==> config.mk <==
export PLATFORM = sky130hd
export DESIGN_NAME = ex_hazard_ctrl
export DESIGN_NICKNAME = d
export VERILOG_FILES = /design/src/rtl/ex_hazard_ctrl.sv
export SDC_FILE = /design/constraint.sdc
export NUM_CORES = 1
export LEC_CHECK = 0
export ABC_AREA = 1
export CAP_MARGIN = 20
export CELL_PAD_IN_SITES_DETAIL_PLACEMENT = 1
export CELL_PAD_IN_SITES_GLOBAL_PLACEMENT = 1
export CORE_AREA = 2 2 92 94
export DETAILED_ROUTE_END_ITERATION = 12
export DIE_AREA = 0 0 94 96
export GPL_TIMING_DRIVEN = 0
export PLACE_DENSITY_LB_ADDON = 0.3
export SLEW_MARGIN = 30
export SYNTH_ARGS = -nofsm -noshare
export SYNTH_HDL_FRONTEND = slang
export SYNTH_SLANG_ARGS = --single-unit
==> constraint.sdc <==
create_clock -name clk -period 3.68 [get_ports clk]
set_input_delay 0.92 -clock clk [delete_from_list [all_inputs] [get_ports clk]]
set_output_delay 0.92 -clock clk [all_outputs]
set_load 0.02 [all_outputs]
==> src/rtl/ex_hazard_ctrl.sv <==
// ex_hazard_ctrl
// Hazard and flow controller sitting at the EX end of the ID->EX pipeline
// register. It looks at the instruction in EX (destination, load flag,
// branch resolution) and the sources decoded in ID. From these it drives the
// PC / IF->ID / ID->EX enables, the bubble/flush controls and the PC
// redirect.
//
// Ports
//   clk, rst            clock; asynchronous active-low reset
//   ex_*                instruction currently held in EX
//   id_*                source-operand usage of the instruction in ID
//   mem_busy            data memory not ready; the whole front end holds
//   pc_en, if2id_en,
//   id2ex_en            register enables (1 = register captures new data)
//   if2id_flush         IF->ID captures a bubble
//   id2ex_bubble        ID->EX captures a nop instead of the ID contents
//   pc_redirect/_addr   PC loads the corrected fetch address
//   state               current FSM state (action taken in the previous cycle)
//   stall_count,
//   flush_count         saturating load-use / mispredict event counters
//
// Flow-control contract: every control output is combinational and refers to
// the clock edge that ends the current cycle. An enable of 0 means the
// register keeps its value at that edge. flush/bubble only take effect when
// the matching enable is 1.

module ex_hazard_ctrl #(
    parameter int CNT_W = 16
) (
    input  logic             clk,
    input  logic             rst,
    input  logic             ex_valid,
    input  logic             ex_is_load,
    input  logic             ex_rd_wr,
    input  logic [2:0]       ex_rd,
    input  logic             ex_is_branch,
    input  logic             ex_spec_taken,
    input  logic             ex_br_taken,
    input  logic [15:0]      ex_br_target,
    input  logic [15:0]      ex_pc_next,
    input  logic             id_valid,
    input  logic             id_use_a1,
    input  logic             id_use_a2,
    input  logic [2:0]       id_rf_a1,
    input  logic [2:0]       id_rf_a2,
    input  logic             mem_busy,
    output logic             pc_en,
    output logic             if2id_en,
    output logic             if2id_flush,
    output logic             id2ex_en,
    output logic             id2ex_bubble,
    output logic             pc_redirect,
    output logic [15:0]      pc_redirect_addr,
    output logic [1:0]       state,
    output logic [CNT_W-1:0] stall_count,
    output logic [CNT_W-1:0] flush_count
);

    typedef enum logic [1:0] {
        RUN      = 2'd0,
        LU_STALL = 2'd1,
        FLUSH    = 2'd2,
        FREEZE   = 2'd3
    } state_t;

    state_t state_q;
    state_t state_d;
    logic   stall_inc;
    logic   flush_inc;
    logic   mispredict;
    logic   load_use;

    assign state = state_q;

    // A hazard is suppressed only when the previous cycle already acted on
    // it. After FREEZE the EX instruction is still there, so it is acted on
    // at that point.
    assign mispredict = ex_valid && ex_is_branch &&
                        (ex_spec_taken != ex_br_taken) && (state_q != FLUSH);

    assign load_use = ex_valid && ex_is_load && ex_rd_wr && id_valid &&
                      (state_q != LU_STALL) &&
                      ((id_use_a1 && (id_rf_a1 == ex_rd)) ||
                       (id_use_a2 && (id_rf_a2 == ex_rd)));

    always_comb begin
        pc_en            = 1'b0;
        if2id_en         = 1'b0;
        if2id_flush      = 1'b0;
        id2ex_en         = 1'b0;
        id2ex_bubble     = 1'b0;
        pc_redirect      = 1'b0;
        pc_redirect_addr = 16'h0000;
        stall_inc        = 1'b0;
        flush_inc        = 1'b0;
        state_d          = RUN;

        // While reset is held every control stays at 0.
        if (rst) begin
            if (mem_busy) begin
                state_d = FREEZE;
            end else if (mispredict) begin
                pc_en            = 1'b1;
                if2id_en         = 1'b1;
                id2ex_en         = 1'b1;
                if2id_flush      = 1'b1;
                id2ex_bubble     = 1'b1;
                pc_redirect      = 1'b1;
                pc_redirect_addr = ex_br_taken ? ex_br_target : ex_pc_next;
                flush_inc        = 1'b1;
                state_d          = FLUSH;
            end else if (load_use) begin
                id2ex_en     = 1'b1;
                id2ex_bubble = 1'b1;
                stall_inc    = 1'b1;
                state_d      = LU_STALL;
            end else begin
                pc_en    = 1'b1;
                if2id_en = 1'b1;
                id2ex_en = 1'b1;
                state_d  = RUN;
            end
        end
    end

    always_ff @(posedge clk or negedge rst) begin
        if (!rst) begin
            state_q     <= RUN;
            stall_count <= '0;
            flush_count <= '0;
        end else begin
            state_q <= state_d;
            if (stall_inc && (stall_count != {CNT_W{1'b1}}))
                stall_count <= stall_count + CNT_W'(1);
            if (flush_inc && (flush_count != {CNT_W{1'b1}}))
                flush_count <= flush_count + CNT_W'(1);
        end
    end

endmodule

**Word-level counts from Yosys, hierarchy flattened**

Index checks and enable logic that the tools add are counted.

- $add $sub $neg: 2
- Equality and inequality tests: 7
- Multiplexer cells: 24
- Reductions and logical operators: 13

Operator list:

| cell | number |
|---|---|
| 16-bit 2-to-1 mux | 4 |
| 16-bit by 1-bit adder with 16-bit output, second input constant | 2 |
| 16-bit inequality test, second input constant | 2 |
| 1-bit 2-to-1 mux | 17 |
| 1-bit logical AND | 12 |
| 3-bit == test | 2 |
| 2-bit 2-to-1 mux | 3 |
| 2-bit by 1-bit inequality test with 1-bit output, second input constant | 1 |
| 2-bit inequality test, second input constant | 1 |
| 1-bit logical OR | 1 |
| 1-bit inequality test | 1 |

- Flip-flop bits (word level): 34
- Bits of input ports: 53
- Output and inout port bits: 56
- Word-level logic and storage cells: 49

**Depth between registers and ports, before layout**

- Word-level depth: 10
- Gate-level depth with buffers: 12

**Least setup slack after synthesis**

OpenSTA, ideal clock, no wires.

- Kind: input to output
- Start: in rst
- End: out pc_redirect_addr[10]
- Data arrival time: 2175 ps
- Data required time: 2760 ps
- Path slack: 585 ps
- Cell stages on the path: 5
- Path through: inv_1 > nor2_1 > nand2_2 > buf_2 > a21oi_1

- Cells in the longest elaborated chain, start to end: 1

Ends and longest elaborated chain:

| what | line | RTL |
|---|---|---|
| start, declared | 31 | `input logic rst,` |
| 16-bit 2-to-1 mux | 99 | `if (rst) begin` |
| end, declared | 53 | `output logic [15:0] pc_redirect_addr,` |

Every way passes these cells.

**Worst setup path in the final report**

- Start: in ex_spec_taken
- End: out id2ex_bubble

- Cells in the longest elaborated chain, start to end: 6

Ends and longest elaborated chain:

| what | line | RTL |
|---|---|---|
| start, declared | 37 | `input logic ex_spec_taken,` |
| 1-bit inequality test | 79 | `(ex_spec_taken != ex_br_taken) && (state_q != FLUSH);` |
| 1-bit logical AND | 78 | `assign mispredict = ex_valid && ex_is_branch &&` |
| 1-bit logical AND | 79 |  |
| 1-bit 2-to-1 mux | 102 | `end else if (mispredict) begin` |
| 1-bit 2-to-1 mux | 100 | `if (mem_busy) begin` |
| 1-bit 2-to-1 mux | 99 |  |
| end, declared | 51 | `output logic id2ex_bubble,` |

Every way passes these cells.

==> results_dict.tcl <==
set metrics [dict create \
    status "completed" \
    cts_buffers 5 \
    synth_cell_types 30 \
    place_hpwl_mm 6.381 \
    grt-ovfl-total 0 \
    die_h_um 96 \
    tritoncts "yes" \
    io_pins 109 \
    drt-pass1-iter-count 4 \
    ys_seq_area_share_pct 36.00 \
    grt_setup_unrepaired "false" \
    slew_headroom_pct 68.07 \
    drive_above_1_share_pct 8.994 \
    core-area_um2 8051 \
    ant_nets 0 \
    power-per-cell-area_nw_per_um2 282.6 \
    fin_crit_sh_pct 96.21 \
    row_count 33 \
    grt_usage_pct 17.40 \
    worstSetupStartpointType "input pin" \
    grt_pass1_vias 2665 \
    nets 521 \
    finalCriticalPeriod_ps 3541 \
    grt_max_degree 20 \
    setup_ws_ps 139.5 \
    wl_mm 8.036 \
    synth_most_common_cell "nand2_1" \
    wire_per_inst_um 14.05 \
    tightest_slew_ps 479.0 \
    hp-class "in2async" \
    start_util_pct 29.36 \
    path_clk_slew_ps 70 \
    synth_area_leaders "dfrtp_1 36%, nand2_1 22%, inv_1 7.8%" \
    synth_fp_nets 406 \
    p_leak_uw 0.001844 \
    skew_ps 7.716 \
    initialDrtViolationCount 46 \
    synth_seq_cells 34 \
    cts_setup_buffers 0 \
    fin_area_um2 3662 \
    via_per_inst 4.687 \
    whs_ps 452.7 \
    post-route-drc-count 0 \
    gp_congestion 0.8061 \
    placed_area_um2 3588 \
    hold_violations 0 \
    synthCells 351 \
    final_cells 572 \
    synth_warnings 0 \
    clk_path_buf_depth 2 \
    vdd_ir_drop_max_uv 235.5 \
    numClockSinks 34 \
    arrival_ps 2620 \
    critPathCaptureType "primary output" \
    multi_input_area_um2 1264 \
    cp_max_fo 10 \
    register_area_um2 850.8 \
    grt_pass1_wl_mm 12.48 \
    synth_flop_cell "dfrtp_1" \
    pre_cts_ws_ps -625.3 \
    htreeDepth 2 \
    diodes 0 \
    die-area_um2 9024 \
    dp.cells 564 \
    vias 2681 \
    final_core_util_pct 45.49 \
    crit_type "in2out" \
    antenna_found_initial 0 \
    clock.fmax_ghz 0.2824 \
    slew_violations 0 \
    ctsHoldBuffers 0 \
    die_w_um 94 \
    regToRegSetupSlack_ps 1590 \
    yosys.area.top_type "dfrtp_1" \
    cts-root-buf "clkbuf_8" \
    nFillCells 1035 \
    clock_latency_ps 290 \
    critPathRequiredTime_ps 2760 \
    synth_top_area_share_pct 36.00 \
    avgSynthCellArea_um2 6.734 \
    syn_area_um2 2364 \
    synth_commonest_cells "137 x nand2_1, 49 x inv_1, 34 x dfrtp_1" \
    cap_violations 0 \
    area_growth_pct 54.95 \
    place.port_buffers 107 \
    synthArstFlopShare_pct 100.0 \
    synth_edf_count 0 \
    setup_viol 0 \
]
==> per-layer routing <==
metal  wire length (µm)  up-vias  track usage, %  part of all wire [%]
met5                  0        -               0                     0
met4                 80        0           4.469                   1.0
met3                588        9           4.072                   7.3
met2               3877       90           31.61                    48
met1               3489     1269           20.71                    43
li1                   -     1313               -                     -
==> flip-flops by register name, indices dropped and copies added (netlist names) <==
register     flops
stall_count     16
state            2
flush_count     16
==> cells by family (layout without fill, tap and decap cells) <==
logic type,after synthesis,after routing,share of synthesized area (%)
AND/OR/NAND/NOR,216,216,40.87
flip-flops,34,34,36.00
adder cells (fa/ha/maj),2,2,1.059
AO/OA/AOI/OAI,26,26,5.559
XOR/XNOR,14,14,5.506
buffers and inverters,59,175,11.01
==> final cells by class <==
class                           instances  area share, %
Multi-Input combinational cell        258          34.51
Timing Repair Buffer                  108          28.53
Sequential cell                        34          23.23
Inverter                               50          5.125
Tap cell                              105          3.587
Buffer                                  9          2.050
Clock buffer                            5          1.879
Clock inverter                          3          1.093
==> power by group <==
part | internal [µW] | switching [µW]
clock network | 200 | 152
logic | 132 | 122
registers | 398 | 32.0
total | 729 | 306
==> layout by cell type (no fill, tap or decap), types with 2 or more instances in the layout <==
cell type	instances
nand2_1	137
clkdlybuf4s50_1	86
inv_1	49
dfrtp_1	34
nor2_1	27
nand3_1	23
a21oi_1	19
xor2_1	8
dlygate4sd2_1	8
clkbuf_2	8
nor3_1	6
nand3b_1	6
buf_6	5
nand4_1	5
xnor2_1	5
clkbuf_8	5
o21ai_0	4
nor2_2	3
buf_4	3
clkbuf_1	2
nor2_4	2
ha_1	2
clkinv_2	2
==> metrics by stage <==
step | power [µW] | TNS, ps
after floorplan | 540.9 | 0
after global placement | 682.0 | -52210
after detailed placement | 692.9 | -9157
after CTS | 1053 | 0
after global routing | 1087 | 0
final | 1035 | 0
==> worst paths after layout <==
kind	start	to	cells past startpoint
min in group clk	stall_count[15]	stall_count[15]	2
worst min-delay path	rst	stall_count[3]	1
worst max-delay path	ex_spec_taken	id2ex_bubble	10
worst max register to register	stall_count[0]	stall_count[14]	8
worst min register to register	stall_count[15]	stall_count[15]	2
max in group asynchronous	rst	stall_count[6]	2
==> what timing repair did <==
| action | in CTS | in global routing |
|---|---|---|
| endpoints found under the hold margin | 0 | 0 |
| pin swaps | 0 | 0 |
| gates resized for setup | 24 | 22 |
| setup endpoints to repair | 22 | 12 |
==> critical path, stage by stage <==
cell and delay [ps]:
clkdlybuf4s50_1 430, nand2_1 80, inv_1 40, nor2_2 140, nand4_4 160, inv_1 100
nand2_2 120, clkbuf_4 230, nand2_1 80, clkdlybuf4s15_1 300
(Power assumes the default switching activity.)
